### src/rtl/game_tick_gen.sv
// Snake move-tick generator: syncs slow_clk, prescales by speed level, gates by game state.
// Optional TICK_OVERRUN_CNT_EN adds a saturating 8-bit overrun_cnt output.
module game_tick_gen #(
    parameter int BASE_DIV  = 8,
    parameter int MIN_DIV   = 2,
    parameter int STEP      = 1,
    parameter int MAX_LEVEL = 6,
    parameter int LVL_W     = 3
) (
    input  logic             clk_in,
    input  logic             rst,
    input  logic             slow_clk,
    input  logic             start,
    input  logic             pause_toggle,
    input  logic             game_over,
    input  logic             speed_up,
    input  logic             tick_ready,
    output logic             tick_valid,
    output logic             overrun,
    output logic [LVL_W-1:0] speed_level,
    output logic [1:0]       state
`ifdef TICK_OVERRUN_CNT_EN
    ,
    output logic [7:0]       overrun_cnt
`endif
);

    localparam int CNT_W = $clog2(BASE_DIV) + 1;

    typedef enum logic [1:0] {
        ST_IDLE   = 2'b00,
        ST_RUN    = 2'b01,
        ST_PAUSED = 2'b10,
        ST_OVER   = 2'b11
    } state_t;

    state_t             r_state;
    state_t             w_state_next;
    logic               r_s1;
    logic               r_s2;
    logic               r_s3;
    logic               w_base_tick;
    logic [CNT_W-1:0]   r_cnt;
    logic [CNT_W-1:0]   w_cnt_next;
    logic [LVL_W-1:0]   r_level;
    logic [LVL_W-1:0]   w_level_next;
    logic               r_tick_valid;
    logic               w_tick_valid_next;
    logic               r_overrun;
    logic               w_overrun_next;
    logic               w_gen_tick;
    logic               w_kill_tick;
    logic               w_start_run;
    logic signed [31:0] w_level_s;
    logic signed [31:0] w_reload_raw;
    logic signed [31:0] w_reload;
    logic [CNT_W-1:0]   w_reload_m1;

    assign w_base_tick = r_s2 & ~r_s3;

    // Signed arithmetic so a large level clamps to MIN_DIV instead of wrapping.
    assign w_level_s    = signed'(32'(r_level));
    assign w_reload_raw = BASE_DIV - (w_level_s * STEP);
    assign w_reload     = (w_reload_raw < MIN_DIV) ? MIN_DIV : w_reload_raw;
    assign w_reload_m1  = CNT_W'(w_reload - 1);

    always_comb begin
        w_state_next = r_state;
        w_cnt_next   = r_cnt;
        w_level_next = r_level;
        w_gen_tick   = 1'b0;
        w_kill_tick  = 1'b0;
        w_start_run  = 1'b0;
        case (r_state)
            ST_IDLE: begin
                if (start) begin
                    w_state_next = ST_RUN;
                    w_cnt_next   = '0;
                    w_level_next = '0;
                    w_start_run  = 1'b1;
                end
            end
            ST_RUN: begin
                if (game_over) begin
                    w_state_next = ST_OVER;
                    w_kill_tick  = 1'b1;
                end else if (pause_toggle) begin
                    w_state_next = ST_PAUSED;
                end else begin
                    if (speed_up && (r_level < LVL_W'(MAX_LEVEL))) begin
                        w_level_next = r_level + 1'b1;
                    end
                    // '>=' lets a shrinking reload terminate an already-long period.
                    if (w_base_tick) begin
                        if (r_cnt >= w_reload_m1) begin
                            w_cnt_next = '0;
                            w_gen_tick = 1'b1;
                        end else begin
                            w_cnt_next = r_cnt + 1'b1;
                        end
                    end
                end
            end
            ST_PAUSED: begin
                if (game_over) begin
                    w_state_next = ST_OVER;
                    w_kill_tick  = 1'b1;
                end else if (pause_toggle) begin
                    w_state_next = ST_RUN;
                end
            end
            default: begin
                w_kill_tick = 1'b1;
                if (start) begin
                    w_state_next = ST_RUN;
                    w_cnt_next   = '0;
                    w_level_next = '0;
                    w_start_run  = 1'b1;
                end
            end
        endcase
    end

    // A new tick while one is still pending is coalesced and flagged.
    always_comb begin
        w_overrun_next = w_gen_tick & r_tick_valid & ~tick_ready;
        if (w_kill_tick) begin
            w_tick_valid_next = 1'b0;
        end else if (w_gen_tick) begin
            w_tick_valid_next = 1'b1;
        end else if (r_tick_valid && tick_ready) begin
            w_tick_valid_next = 1'b0;
        end else begin
            w_tick_valid_next = r_tick_valid;
        end
    end

    always_ff @(posedge clk_in or posedge rst) begin
        if (rst) begin
            r_s1         <= 1'b0;
            r_s2         <= 1'b0;
            r_s3         <= 1'b0;
            r_state      <= ST_IDLE;
            r_cnt        <= '0;
            r_level      <= '0;
            r_tick_valid <= 1'b0;
            r_overrun    <= 1'b0;
        end else begin
            r_s1         <= slow_clk;
            r_s2         <= r_s1;
            r_s3         <= r_s2;
            r_state      <= w_state_next;
            r_cnt        <= w_cnt_next;
            r_level      <= w_level_next;
            r_tick_valid <= w_tick_valid_next;
            r_overrun    <= w_overrun_next;
        end
    end

`ifdef TICK_OVERRUN_CNT_EN
    logic [7:0] r_overrun_cnt;

    always_ff @(posedge clk_in or posedge rst) begin
        if (rst) begin
            r_overrun_cnt <= '0;
        end else if (w_start_run) begin
            r_overrun_cnt <= '0;
        end else if (w_overrun_next && (r_overrun_cnt != 8'hFF)) begin
            r_overrun_cnt <= r_overrun_cnt + 8'd1;
        end
    end

    assign overrun_cnt = r_overrun_cnt;
`endif

    assign tick_valid  = r_tick_valid;
    assign overrun     = r_overrun;
    assign speed_level = r_level;
    assign state       = r_state;

endmodule
### config.mk
export PLATFORM = sky130hd
export DESIGN_NAME = game_tick_gen
export DESIGN_NICKNAME = d
export VERILOG_FILES = /design/src/rtl/game_tick_gen.sv
export SDC_FILE = /design/constraint.sdc
export NUM_CORES = 1
export LEC_CHECK = 0
export CAP_MARGIN = 20
export CORE_MARGIN = 4
export CORE_UTILIZATION = 29
export CTS_BUF_LIST = sky130_fd_sc_hd__clkbuf_16
export DETAILED_ROUTE_END_ITERATION = 8
export GPL_TIMING_DRIVEN = 1
export REMOVE_ABC_BUFFERS = 1
export SLEW_MARGIN = 20
export SYNTH_ARGS = -nofsm -noshare
export SYNTH_HDL_FRONTEND = slang
export SYNTH_SLANG_ARGS = --single-unit
### constraint.sdc
create_clock -name clk_in -period 2.2 [get_ports clk_in]
set_input_delay 0.44 -clock clk_in [delete_from_list [all_inputs] [get_ports clk_in]]
set_output_delay 0.44 -clock clk_in [all_outputs]
set_load 0.02 [all_outputs]
# ---- Yosys cells after proc, flatten, opt, wreduce, memory -nomap -nowiden
# Index checks and enable logic that the tools add are counted.
dict set report op_classes {
  muxes 28
  magnitude_cmp 3
  n_reduce_logical 10
  eq_ne 8
  add_sub_neg 4
  bitwise_logic 6
}
# cell n
set ops {}
lappend ops {{2-to-1 mux 4 bit} 6}
lappend ops {{2-to-1 mux 3 bit} 4}
lappend ops {{2-to-1 mux 2 bit} 5}
lappend ops {{AND reduction 5 bit} 2}
lappend ops {{2-to-1 mux 1 bit} 9}
lappend ops {{inequality test 2 bit (second input constant)} 4}
lappend ops {{case mux 4 bit (2 select lines)} 1}
lappend ops {{inequality test 3 bit (second input constant)} 2}
lappend ops {{case mux 3 bit (2 select lines)} 1}
lappend ops {{nonzero test 3 bit} 2}
lappend ops {{< comparator 5 x 3 -> 1 bit (second input constant)} 1}
lappend ops {{subtractor 4 x 3 -> 5 bit (first input constant)} 1}
lappend ops {{adder 4 x 1 -> 4 bit (second input constant)} 1}
lappend ops {{>= comparator 4 bit} 1}
lappend ops {{case mux 2 bit (2 select lines)} 1}
lappend ops {{subtractor 4 x 2 -> 4 bit (second input constant)} 1}
lappend ops {{adder 3 x 1 -> 3 bit (second input constant)} 1}
lappend ops {{AND 1 bit} 3}
lappend ops {{< comparator 3 bit (second input constant)} 1}
lappend ops {{inverter 1 bit} 3}
lappend ops {{AND reduction 3 bit} 1}
lappend ops {{equality test 2 x 1 -> 1 bit (second input constant)} 1}
lappend ops {{equality test 2 bit (second input constant)} 1}
lappend ops {{logical AND 1 bit} 2}
lappend ops {{4 further kinds} 4}
dict set report word_totals {
  word_cells 67
  regBits 14
  output_inout_bits 7
  input_bits 8
}

# ---- Depth between registers and ports, before layout
# Gate-level depths: netlist of the first run.
dict set report depth {
  ltp_word 12
  ltp_mapped 12
  ltp_nobuf 12
}

# ---- Worst setup path before layout of the first run
# No wires, ideal clock.
dict set report synth_timing {
  path_type {reg-to-reg}
  startpoint {register r_level[0], in the netlist speed_level[0]}
  endpoint {register r_cnt[3]}
  arrival_time_ns 2.451
  stages_incl_launch_ff 12
  path_buffers 0
  slack_ns -0.377
  cell_sequence {dfrtp_1 > inv_1 > ha_1 > xnor2_1 > o21ai_0 > ha_1 > xnor2_1 > ha_1 > o211ai_1 > o211ai_1 > nor2_1 > a221o_1}
}
dict set report synth_via {
  elab_chain_len 10
}
# item line
set synth_rtl {}
lappend synth_rtl {{from (decl)} 45} ;# logic [LVL_W-1:0] r_level;
lappend synth_rtl {{from (signal assigned)} 154} ;# r_level <= w_level_next;
lappend synth_rtl {{subtractor 4 x 3 -> 5 bit (*)} 63} ;# assign w_reload_raw = BASE_DIV - (w_level_s * STEP);
lappend synth_rtl {{< comparator 5 x 3 -> 1 bit} 64} ;# assign w_reload = (w_reload_raw < MIN_DIV) ? MIN_DIV : w_reload_raw;
lappend synth_rtl {{2-to-1 mux 4 bit (*)} 64}
lappend synth_rtl {{subtractor 4 x 2 -> 4 bit (*)} 65} ;# assign w_reload_m1 = CNT_W'(w_reload - 1);
lappend synth_rtl {{>= comparator 4 bit (*)} 95} ;# if (r_cnt >= w_reload_m1) begin
lappend synth_rtl {{2-to-1 mux 4 bit (*)} 95}
lappend synth_rtl {{2-to-1 mux 4 bit (*)} 94} ;# if (w_base_tick) begin
lappend synth_rtl {{2-to-1 mux 4 bit (*)} 87} ;# end else if (pause_toggle) begin
lappend synth_rtl {{2-to-1 mux 4 bit (*)} 84} ;# if (game_over) begin
lappend synth_rtl {{case mux 4 bit (2 select lines) (*)} 74} ;# case (r_state)
lappend synth_rtl {{to (signal assigned)} 153} ;# r_cnt <= w_cnt_next;
lappend synth_rtl {{to (decl)} 43} ;# logic [CNT_W-1:0] r_cnt;
# Mark *: on every way between the ends. The rest lies on a longest branch, timed or not. The select of a mux whose other input is x is not followed.
# A chain may end at the register's enable or synchronous reset.

# ---- Worst setup path in the final report of the first run
# Ends and elaborated chain as after synthesis.

==> results of run 1 <==
==> sequential cells by signal (all words and copies together), names as in the netlist <==
signal       cells
r_cnt            4
overrun          1
r_s2             1
r_s3             1
tick_valid       1
r_s1             1
speed_level      3
state            2
==> timing repair <==
item | 4_1_cts | 5_1_grt
gates resized for setup | 11 | 8
buffers inserted | 2 | 1
pin swaps | 10 | 11
setup endpoints to repair | 6 | 6
==> how the worst max path moves through the flow <==
stage                                end  slack (ns)
detailed placement  r_cnt[3]$_DFFE_PP0P_       -0.32
global placement    r_cnt[3]$_DFFE_PP0P_       -0.19
global route        r_cnt[3]$_DFFE_PP0P_       -0.39
floorplan           r_cnt[3]$_DFFE_PP0P_       -0.38
finish              r_cnt[3]$_DFFE_PP0P_       -0.31
CTS                 r_cnt[3]$_DFFE_PP0P_       -0.24
==> Yosys cell counts, types with 2 or more instances <==
cell type / instances
nand2_1: 5
a22o_1: 2
o211ai_1: 2
o21ai_0: 6
a21oi_1: 3
nor2b_1: 2
ha_1: 11
nor2_1: 9
mux2_2: 2
dfrtp_1: 14
inv_1: 9
xnor2_1: 2
==> worst max-delay path: stages, from the launching register on <==
cell	delay, ns
dfrtp_1	0.39
inv_2	0.08
ha_4	0.15
inv_4	0.04
o31a_1	0.27
ha_4	0.18
xnor2_2	0.13
ha_1	0.28
o211ai_1	0.11
o211ai_1	0.35
nor2_2	0.10
a221o_1	0.31
==> layout make-up <==
cell class	instances	area share
tap	31	0.0305
multi-input combinational	63	0.446
clock inverter	1	0.00295
timing repair buffer	22	0.157
inverter	9	0.0285
clock buffer	3	0.0591
sequential	14	0.276
==> per-stage QoR <==
step | total power, uW | cell area (sq um) | std cells | setup TNS [ns]
2_1_floorplan | 1030 | 875 | 86 | -1.59
3_3_place_gp | 1280 | 1100 | 137 | -0.841
3_5_place_dp | 1320 | 1100 | 137 | -1.45
4_1_cts | 1780 | 1220 | 142 | -0.820
5_1_grt | 2110 | 1270 | 143 | -1.84
6_report | 1950 | 1270 | 143 | -1.30
==> cell families after synthesis <==
family | Yosys count | synth area share
xor gates and xnor gates | 3 | 0.0297
DFF | 14 | 0.395
buffers and inverters | 11 | 0.0508
AOI/OAI and AO/OA | 23 | 0.184
and+or+nand+nor | 23 | 0.148
adders and majority gates | 11 | 0.155
muxes | 3 | 0.0367
==> power by group through the flow <==
stage	clock [uW]	combinational [uW]	sequential, uW
after floorplan	0	597	428
after global routing	371	1340	401
after detailed placement	0	934	385
after global placement	0	896	381
after CTS	354	1040	387
final	351	1210	390
==> metal layers <==
layer	part of all wire	track usage
met5	0	0
met4	0.022	0.0539
met3	0.053	0.0302
met2	0.53	0.192
met1	0.40	0.119
==> impl_metrics.py, run 1 <==
metrics = {
    "status": {
        "status": "finished with violations",
        "violations": "negative setup slack",
    },
    "synthesis": {
        "synth-seq-cells": 14,
        "syn-instance-count": 88,
        "synth_top_cell_area_share": 0.395,
        "avgSynthCellArea_sq_um": 10.1,
        "ys.flop_type": "dfrtp_1",
        "synth_area_leaders": "dfrtp_1, ha_1, inv_1",
        "ys_types": 33,
        "synth-async-reset-ratio": 1.00,
        "synth-seq-area-share": 0.395,
        "ys_warn_count": 0,
        "syn_area_sq_um": 886,
        "yosys.area.top_type": "dfrtp_1",
        "synth_edf_count": 0,
    },
    "pwr": {
        "irDropWorstVdd_uv": 550,
        "swShare": 0.405,
        "static-leakage-power_uw": 0.000564,
        "comb_power_share": 0.620,
        "power_frac_clock": 0.180,
        "seqPwrFrac": 0.200,
        "p_per_area_nw_per_um2": 1540,
        "p_int_uw": 1160,
        "power.switching_uw": 790,
    },
    "sta": {
        "clock-skew-final_ns": 0.00501,
        "hold_viol_final": 0,
        "max_freq_mhz": 398,
        "setup_viol": 6,
        "min_period_ns": 2.51,
        "relSlewSlack": 0.629,
        "rsz0062_at_grt": "true",
        "tightest_slew_ns": 0.556,
        "slew_violations": 0,
        "fin_ws_ns": -0.313,
        "fin_crit_sh": 1.14,
        "hold_ws_ns": 0.345,
    },
    "hold_path": {
        "holdPathEnd": "r_s2$_DFF_PP0_",
        "min_from": "r_s1$_DFF_PP0_",
        "hold_depth": 0,
        "hold_path.class": "reg2reg",
    },
    "clocking": {
        "clock_sinks": 14,
        "cts_tree": "built",
        "root_buffer": "clkbuf_16",
        "cts_buffers": 3,
        "clk_latency_ns": 0.24,
        "ctsHoldBuffers": 0,
        "cts.path.max_buffers": 2,
        "clk_pin_slew_ns": 0.05,
        "h-tree-depth": 1,
    },
    "grt": {
        "grt-ovfl-total": 0,
        "grt_pass1_wl_microns": 3490,
        "grtUsageTotal": 0.109,
        "grt_pass1_vias": 824,
        "antenna_found_initial": 0,
        "grt_max_degree": 15,
    },
    "layout": {
        "postLayoutCoreUtil": 0.449,
        "final_cell_mix": "clkdlybuf4s50_1, dfrtp_1, ha_1, buf_4, nor2_1",
        "diodes": 0,
        "seqCellArea_sq_um": 350,
        "drive_above_1_share": 0.268,
        "multi_input_area_sq_um": 567,
        "fillers": 261,
        "nets": 132,
        "area_growth_syn_to_layout_pct": 43.5,
    },
    "place": {
        "dp_hpwl_microns": 1470,
        "post-place-ws_ns": -0.324,
        "portBuffers": 14,
        "place_congestion": 0.782,
    },
    "job": {
        "cap_violations": 0,
    },
    "critical_path": {
        "crit_type": "reg2reg",
        "worstReg2RegStart": "speed_level[0]$_DFFE_PP0P_",
        "required_ns": 2.32,
        "r2r_slack_ns": -0.31,
        "r2r-end": "r_cnt[3]$_DFFE_PP0P_",
        "startpoint": "speed_level[0]$_DFFE_PP0P_",
        "crit_arrival_ns": 2.63,
        "cp_max_fo": 4,
        "cp-end-kind": "flip-flop",
        "worstSetupStartpointType": "flip-flop",
        "rr_worst_depth": 11,
    },
    "floorplanning": {
        "die_h_microns": 63.3,
        "die-area_sq_um": 4000,
        "die_w_microns": 63.3,
        "core_sq_um": 2830,
        "io_pins": 15,
        "start_util": 0.313,
        "fp-row-count": 19,
    },
    "routing": {
        "dr_total_vias": 744,
        "wirelength_microns": 2070,
        "drc_errors": 0,
        "first_pass_iters": 4,
        "drt_iter0_markers": 31,
        "vias_per_cell": 5.20,
        "post_drt_wl_per_cell_microns": 14.5,
        "ant_nets": 0,
    },
}
No activity file was read; power rests on OpenSTA's default activity.
==> inputs of run 2 (changes only) <==
CORE_MARGIN = not set   (was 4)
==> run 2 against run 1 <==
Net effect: the run ends with design-rule violations, negative setup slack left; die area is 18% lower; sequential share of layout area is 0.19 points higher; cell count stayed put; register-to-register slack better by 0.03 ns; critical endpoint is now r_cnt[2]$_DFFE_PP0P_; largest power group unchanged.
==> impl_metrics.py, run 2 (synthesis gave the netlist of run 1 again) <==
metrics = {
    "pwr": {
        "comb_power_share": 0.610,
        "p_int_uw": 1140,
        "p_per_area_nw_per_um2": 1480,
        "irDropWorstVdd_uv": 573,
        "seqPwrFrac": 0.208,
        "power.switching_uw": 731,
        "power_frac_clock": 0.182,
        "static-leakage-power_uw": 0.000562,
        "swShare": 0.390,
    },
    "floorplanning": {
        "die-area_sq_um": 3280,
        "io_pins": 15,
        "fp-row-count": 19,
        "die_w_microns": 57.3,
        "die_h_microns": 57.3,
        "start_util": 0.313,
        "core_sq_um": 2830,
    },
    "grt": {
        "antenna_found_initial": 0,
        "grt_max_degree": 15,
        "grtUsageTotal": 0.123,
        "grt-ovfl-total": 0,
        "grt_pass1_wl_microns": 3060,
        "grt_pass1_vias": 747,
    },
    "critical_path": {
        "cp_max_fo": 3,
        "worstSetupStartpointType": "flip-flop",
        "r2r_slack_ns": -0.29,
        "rr_worst_depth": 12,
        "cp-end-kind": "flip-flop",
        "crit_arrival_ns": 2.62,
        "crit_type": "reg2reg",
        "required_ns": 2.33,
    },
    "routing": {
        "post_drt_wl_per_cell_microns": 12.6,
        "drt_iter0_markers": 37,
        "first_pass_iters": 6,
        "dr_total_vias": 729,
        "vias_per_cell": 5.10,
        "wirelength_microns": 1800,
        "drc_errors": 3,
        "ant_nets": 0,
    },
    "place": {
        "place_congestion": 0.712,
        "portBuffers": 14,
        "dp_hpwl_microns": 1280,
    },
    "sta": {
        "max_freq_mhz": 402,
        "finalSetupTns_ns": -1.10,
        "rsz0062_at_grt": "true",
        "setup_viol": 6,
        "relSlewSlack": 0.618,
        "fin_crit_sh": 1.13,
        "fin_ws_ns": -0.287,
        "hold_viol_final": 0,
        "clock-skew-final_ns": 0.00551,
        "hold_ws_ns": 0.344,
        "slew_violations": 0,
        "tightest_slew_ns": 0.572,
        "min_period_ns": 2.49,
    },
    "layout": {
        "fillers": 276,
        "drive_above_1_share": 0.250,
        "largest_register_ffs": 4,
        "nets": 132,
        "final_cell_mix": "clkdlybuf4s50_1, dfrtp_1, nor2_1, ha_1, buf_4",
        "area_growth_syn_to_layout_pct": 42.5,
        "largest-register": "r_cnt",
        "diodes": 0,
    },
    "clocking": {
        "clk_latency_ns": 0.24,
        "cts.path.max_buffers": 2,
        "ctsHoldBuffers": 0,
        "root_buffer": "clkbuf_16",
        "cts_tree": "built",
        "clk_pin_slew_ns": 0.05,
        "clock_sinks": 14,
        "cts_buffers": 3,
        "h-tree-depth": 1,
    },
    "status": {
        "violations": "design-rule violations, negative setup slack",
        "status": "finished with violations",
    },
    "hold_path": {
        "hold_path.class": "reg2reg",
        "hold_depth": 0,
    },
    "job": {
        "cap_violations": 0,
    },
}
-- run 2: cell counts in the layout (fill, tap and decap cells not counted) --
Identical to the previous run, type by type.
-- run 2: through the flow --
stage	util	instance area, sq um	power, uW	setup slack, ns	instances
3_3_place_gp	0.388	1100	1280	-0.195	137
6_report	0.446	1260	1870	-0.287	143
2_1_floorplan	-	875	1030	-0.378	86
3_5_place_dp	0.388	1100	1300	-0.265	137
4_1_cts	0.434	1230	1760	-0.193	142
5_1_grt	0.446	1260	2050	-0.371	143
-- run 2: area by class of cell --
| type | count | area [sq um] | share of cell area |
|---|---|---|---|
| Tap cell | 31 | 38.8 | 0.0307 |
| Clock inverter | 1 | 3.75 | 0.00297 |
| Clock buffer | 3 | 75.1 | 0.0595 |
| Sequential cell | 14 | 350 | 0.278 |
| Multi-Input combinational cell | 63 | 561 | 0.444 |
| Inverter | 9 | 33.8 | 0.0268 |
| Timing Repair Buffer | 22 | 200 | 0.159 |
-- run 2: what timing repair did --
action / in CTS / in global routing
buffers inserted: 2 / 1
endpoints found under the setup margin: 6 / 6
pin swaps: 9 / 6
resized for setup: 12 / 4
-- run 2: final timing paths --
path                                            startpoint                    to
worst min-delay path                        r_s1$_DFF_PP0_        r_s2$_DFF_PP0_
worst max register to register  speed_level[0]$_DFFE_PP0P_  r_cnt[2]$_DFFE_PP0P_
worst min register to register              r_s1$_DFF_PP0_        r_s2$_DFF_PP0_
worst max-delay path            speed_level[0]$_DFFE_PP0P_  r_cnt[2]$_DFFE_PP0P_
min in group asynchronous                              rst  r_cnt[2]$_DFFE_PP0P_
max in group asynchronous                              rst        r_s1$_DFF_PP0_
-- run 2: worst max-delay path: stages (launching register included) --
cell and delay [ns]:
dfrtp_1 0.39, inv_2 0.08, ha_4 0.15, inv_2 0.05, o31a_1 0.26, ha_4 0.17, xnor2_1 0.13, ha_1 0.28
o211ai_1 0.09, o211ai_1 0.33, buf_4 0.17, o21bai_1 0.06, a22o_1 0.23
-- run 2: metal layers --
layer / vias up / wire [microns] / global-route usage
met5: - / 0 / 0
met4: 0 / 38 / 0.0767
met1: 352 / 805 / 0.148
met2: 13 / 898 / 0.200
met3: 4 / 57 / 0.0272
li1: 360 / - / -
-- run 2: power groups by stage --
stage,registers (uW),logic [uW],clock network [uW]
after global routing,398,1300,359
after CTS,388,1020,350
after floorplan,428,597,0
after global placement,382,896,0
final,390,1140,340
after detailed placement,385,914,0
==> RTL change, RTL diff (settings of run 1) <==
Add a define of `TICK_OVERRUN_CNT_EN`.
--- a/src/rtl/game_tick_gen.sv
+++ b/src/rtl/game_tick_gen.sv
@@ -1,4 +1,6 @@
 // Snake move-tick generator: syncs slow_clk, prescales by speed level, gates by game state.
 // Optional TICK_OVERRUN_CNT_EN adds a saturating 8-bit overrun_cnt output.
+`define TICK_OVERRUN_CNT_EN
+
 module game_tick_gen #(
     parameter int BASE_DIV  = 8,
Formal check against the unedited RTL (old outputs only; new: overrun_cnt): equivalent (equiv_simple and equiv_induct, registers matched by name and starting in step).
==> RTL change against run 1 <==
- the flow still finishes with violations (negative setup slack)
- area after synthesis rose by 49%
- non-clock buffer count rose by 30
- count of clock-buffer cells in the layout did not move
- largest power group unchanged
- clock power rose by 9.4%
- largest cell class unchanged
- clock skew fell by 1.7 ps
- sequential cell count rose by 8
- sequential share of layout area fell by 0.75 points
- wire length rose by 74%
- synthesized cell count rose by 63%
- setup slack got worse by 130 ps
- critical endpoint is now overrun_cnt[0]
- power rose by 9.8%
- via count rose by 74%
- cell area rose by 62%
==> RTL change: results <==
set metrics [dict create \
    status "finished, violations left" \
    violations "negative setup slack" \
    cts_max_path_buffers 2 \
    port_buffers 22 \
    crit_path_top_delay_cell "or4_4" \
    nNetsFinal 212 \
    netlist_instances 143 \
    worst_path_largest_cell_delay_ps 470 \
    synth_compound_area_share_pct 22.78 \
    finalWorstSetupSlack_ps -446.9 \
    grt_usage_pct 13.12 \
    synth_xor_xnor_area_share_pct 0.6616 \
    cts_max_level 1 \
    finClkSkew_ps 3.283 \
    synth.top_cells.by_count "22 x dfrtp_1, 12 x a21oi_1, 12 x inv_1" \
    drtPass1Iterations 4 \
    cts_made_buffers 3 \
    synth_top_family_by_area "compound AO/OA/AOI/OAI gates" \
    antenna_found_initial 0 \
    synthMuxAreaShare_pct 0.7561 \
    yosysSeqAreaShare_pct 41.59 \
    synthFlopType "dfrtp_1" \
    synth_cell_types 36 \
    hpwl_um 2558 \
    largest_register_ffs 8 \
    path_clk_slew_ps 60 \
    initialDrtViolationCount 61 \
    diodes 0 \
    routed_wl_um 3606 \
    grt_start_max_net_pins 23 \
    viasPerCell 5.303 \
    postSynth.asyncResetShare_pct 100.0 \
    grt_pass1_wl_um 5885 \
    slew_headroom_pct 60.89 \
    leakage_uw 0.0009082 \
    gp_congestion 0.8677 \
    post-place-ws_ps -765.1 \
    grt_pass1_vias 1333 \
    tns_ps -3804 \
    stdcell_count 244 \
    synth-adder-area-share_pct 10.40 \
    setup_viol 14 \
    worstPathMaxFanout 6 \
    max-vdd-ir-drop_v 0.0003458 \
    cp.arrival_ps 2830 \
    drive_above_1_share_pct 29.69 \
    die-area_um2 5709 \
    nFillCells 440 \
    min-delay-path-class "register to register" \
    yosys-top-cells-area "dfrtp_1 42%, ha_1 10%, a21oi_1 4.5%, o21ai_0 3.4%, inv_1 3.4%" \
]
RTL change: changes by cell type in the layout (fill, tap and decap cells not counted), sizes merged, moves of 4 or more:
cell / run 1 / this run
a21oi: 3 / 12
buf: 8 / 30
clkdlybuf4s50: 14 / 22
dfrtp: 14 / 22
nand2: 5 / 10
nand3: 1 / 5
or4: 0 / 4
RTL change: report_power, final:
part | switching [µW] | internal, µW
sequential | 31.8 | 456
clock | 142 | 242
combinational | 642 | 629
total | 815 | 1330
RTL change: worst max-delay path: cells and delay by family (launching register included):
| kind | cells | cell delay [ps] |
|---|---|---|
| buffers and inverters | 2 | 240 |
| adder cells (fa/ha/maj) | 2 | 530 |
| AO/OA/AOI/OAI | 4 | 610 |
| flip-flops | 1 | 390 |
| AND/OR/NAND/NOR | 2 | 800 |
RTL change: repair_timing:
| item | 4_1_cts | 5_1_grt |
|---|---|---|
| resized for setup | 16 | 25 |
| setup buffers | 0 | 3 |
| setup endpoints to repair | 14 | 15 |
| gates cloned | 0 | 0 |
| pin swaps | 11 | 6 |
RTL change: cell families (layout without fill, tap and decap cells):
logic type               Yosys count  count (layout)
AND/OR/NAND/NOR                   45              45
AO/OA/AOI/OAI                     44              44
flip-flops                        22              22
buffers and inverters             19              68
adder cells (fa/ha/maj)           11              11
XOR/XNOR                           1               1
multiplexers                       1               1
RTL change: final cells by class:
type	instances	area, µm²	share of cell area, %
flip-flops and latches	22	551.8	26.81
clock inverters	1	3.754	0.1824
well taps	52	65.06	3.161
repair buffers	52	452.9	22.01
inverters	12	47.55	2.310
multi-input cells	102	862.1	41.88
clock buffers	3	75.07	3.647
RTL change: through the flow:
stage | util (%) | area, µm²
finish | 46.95 | 2058
CTS | 43.89 | 1924
global placement | 40.67 | 1783
global route | 46.95 | 2058
detailed placement | 40.67 | 1783
floorplan | - | 1295
RTL change: path summary, 6_finish.rpt:
| kind | startpoint | end | slack [ps] | cells past startpoint |
|---|---|---|---|---|
| min in group asynchronous | rst | r_s3 | 520 | 3 |
| worst max register to register | speed_level[0] | overrun_cnt[0] | -450 | 10 |
| worst max-delay path | speed_level[0] | overrun_cnt[0] | -450 | 10 |
| max in group asynchronous | rst | speed_level[2] | 1430 | 3 |
| worst min register to register | r_s1 | r_s2 | 350 | 0 |
| worst min-delay path | r_s1 | r_s2 | 350 | 0 |
RTL change: layer usage:
metal / part of all wire, % / track usage (%)
met5: 0 / 0
met1: 42 / 15.90
met2: 52 / 23.01
met3: 4.3 / 3.166
met4: 1.4 / 3.883
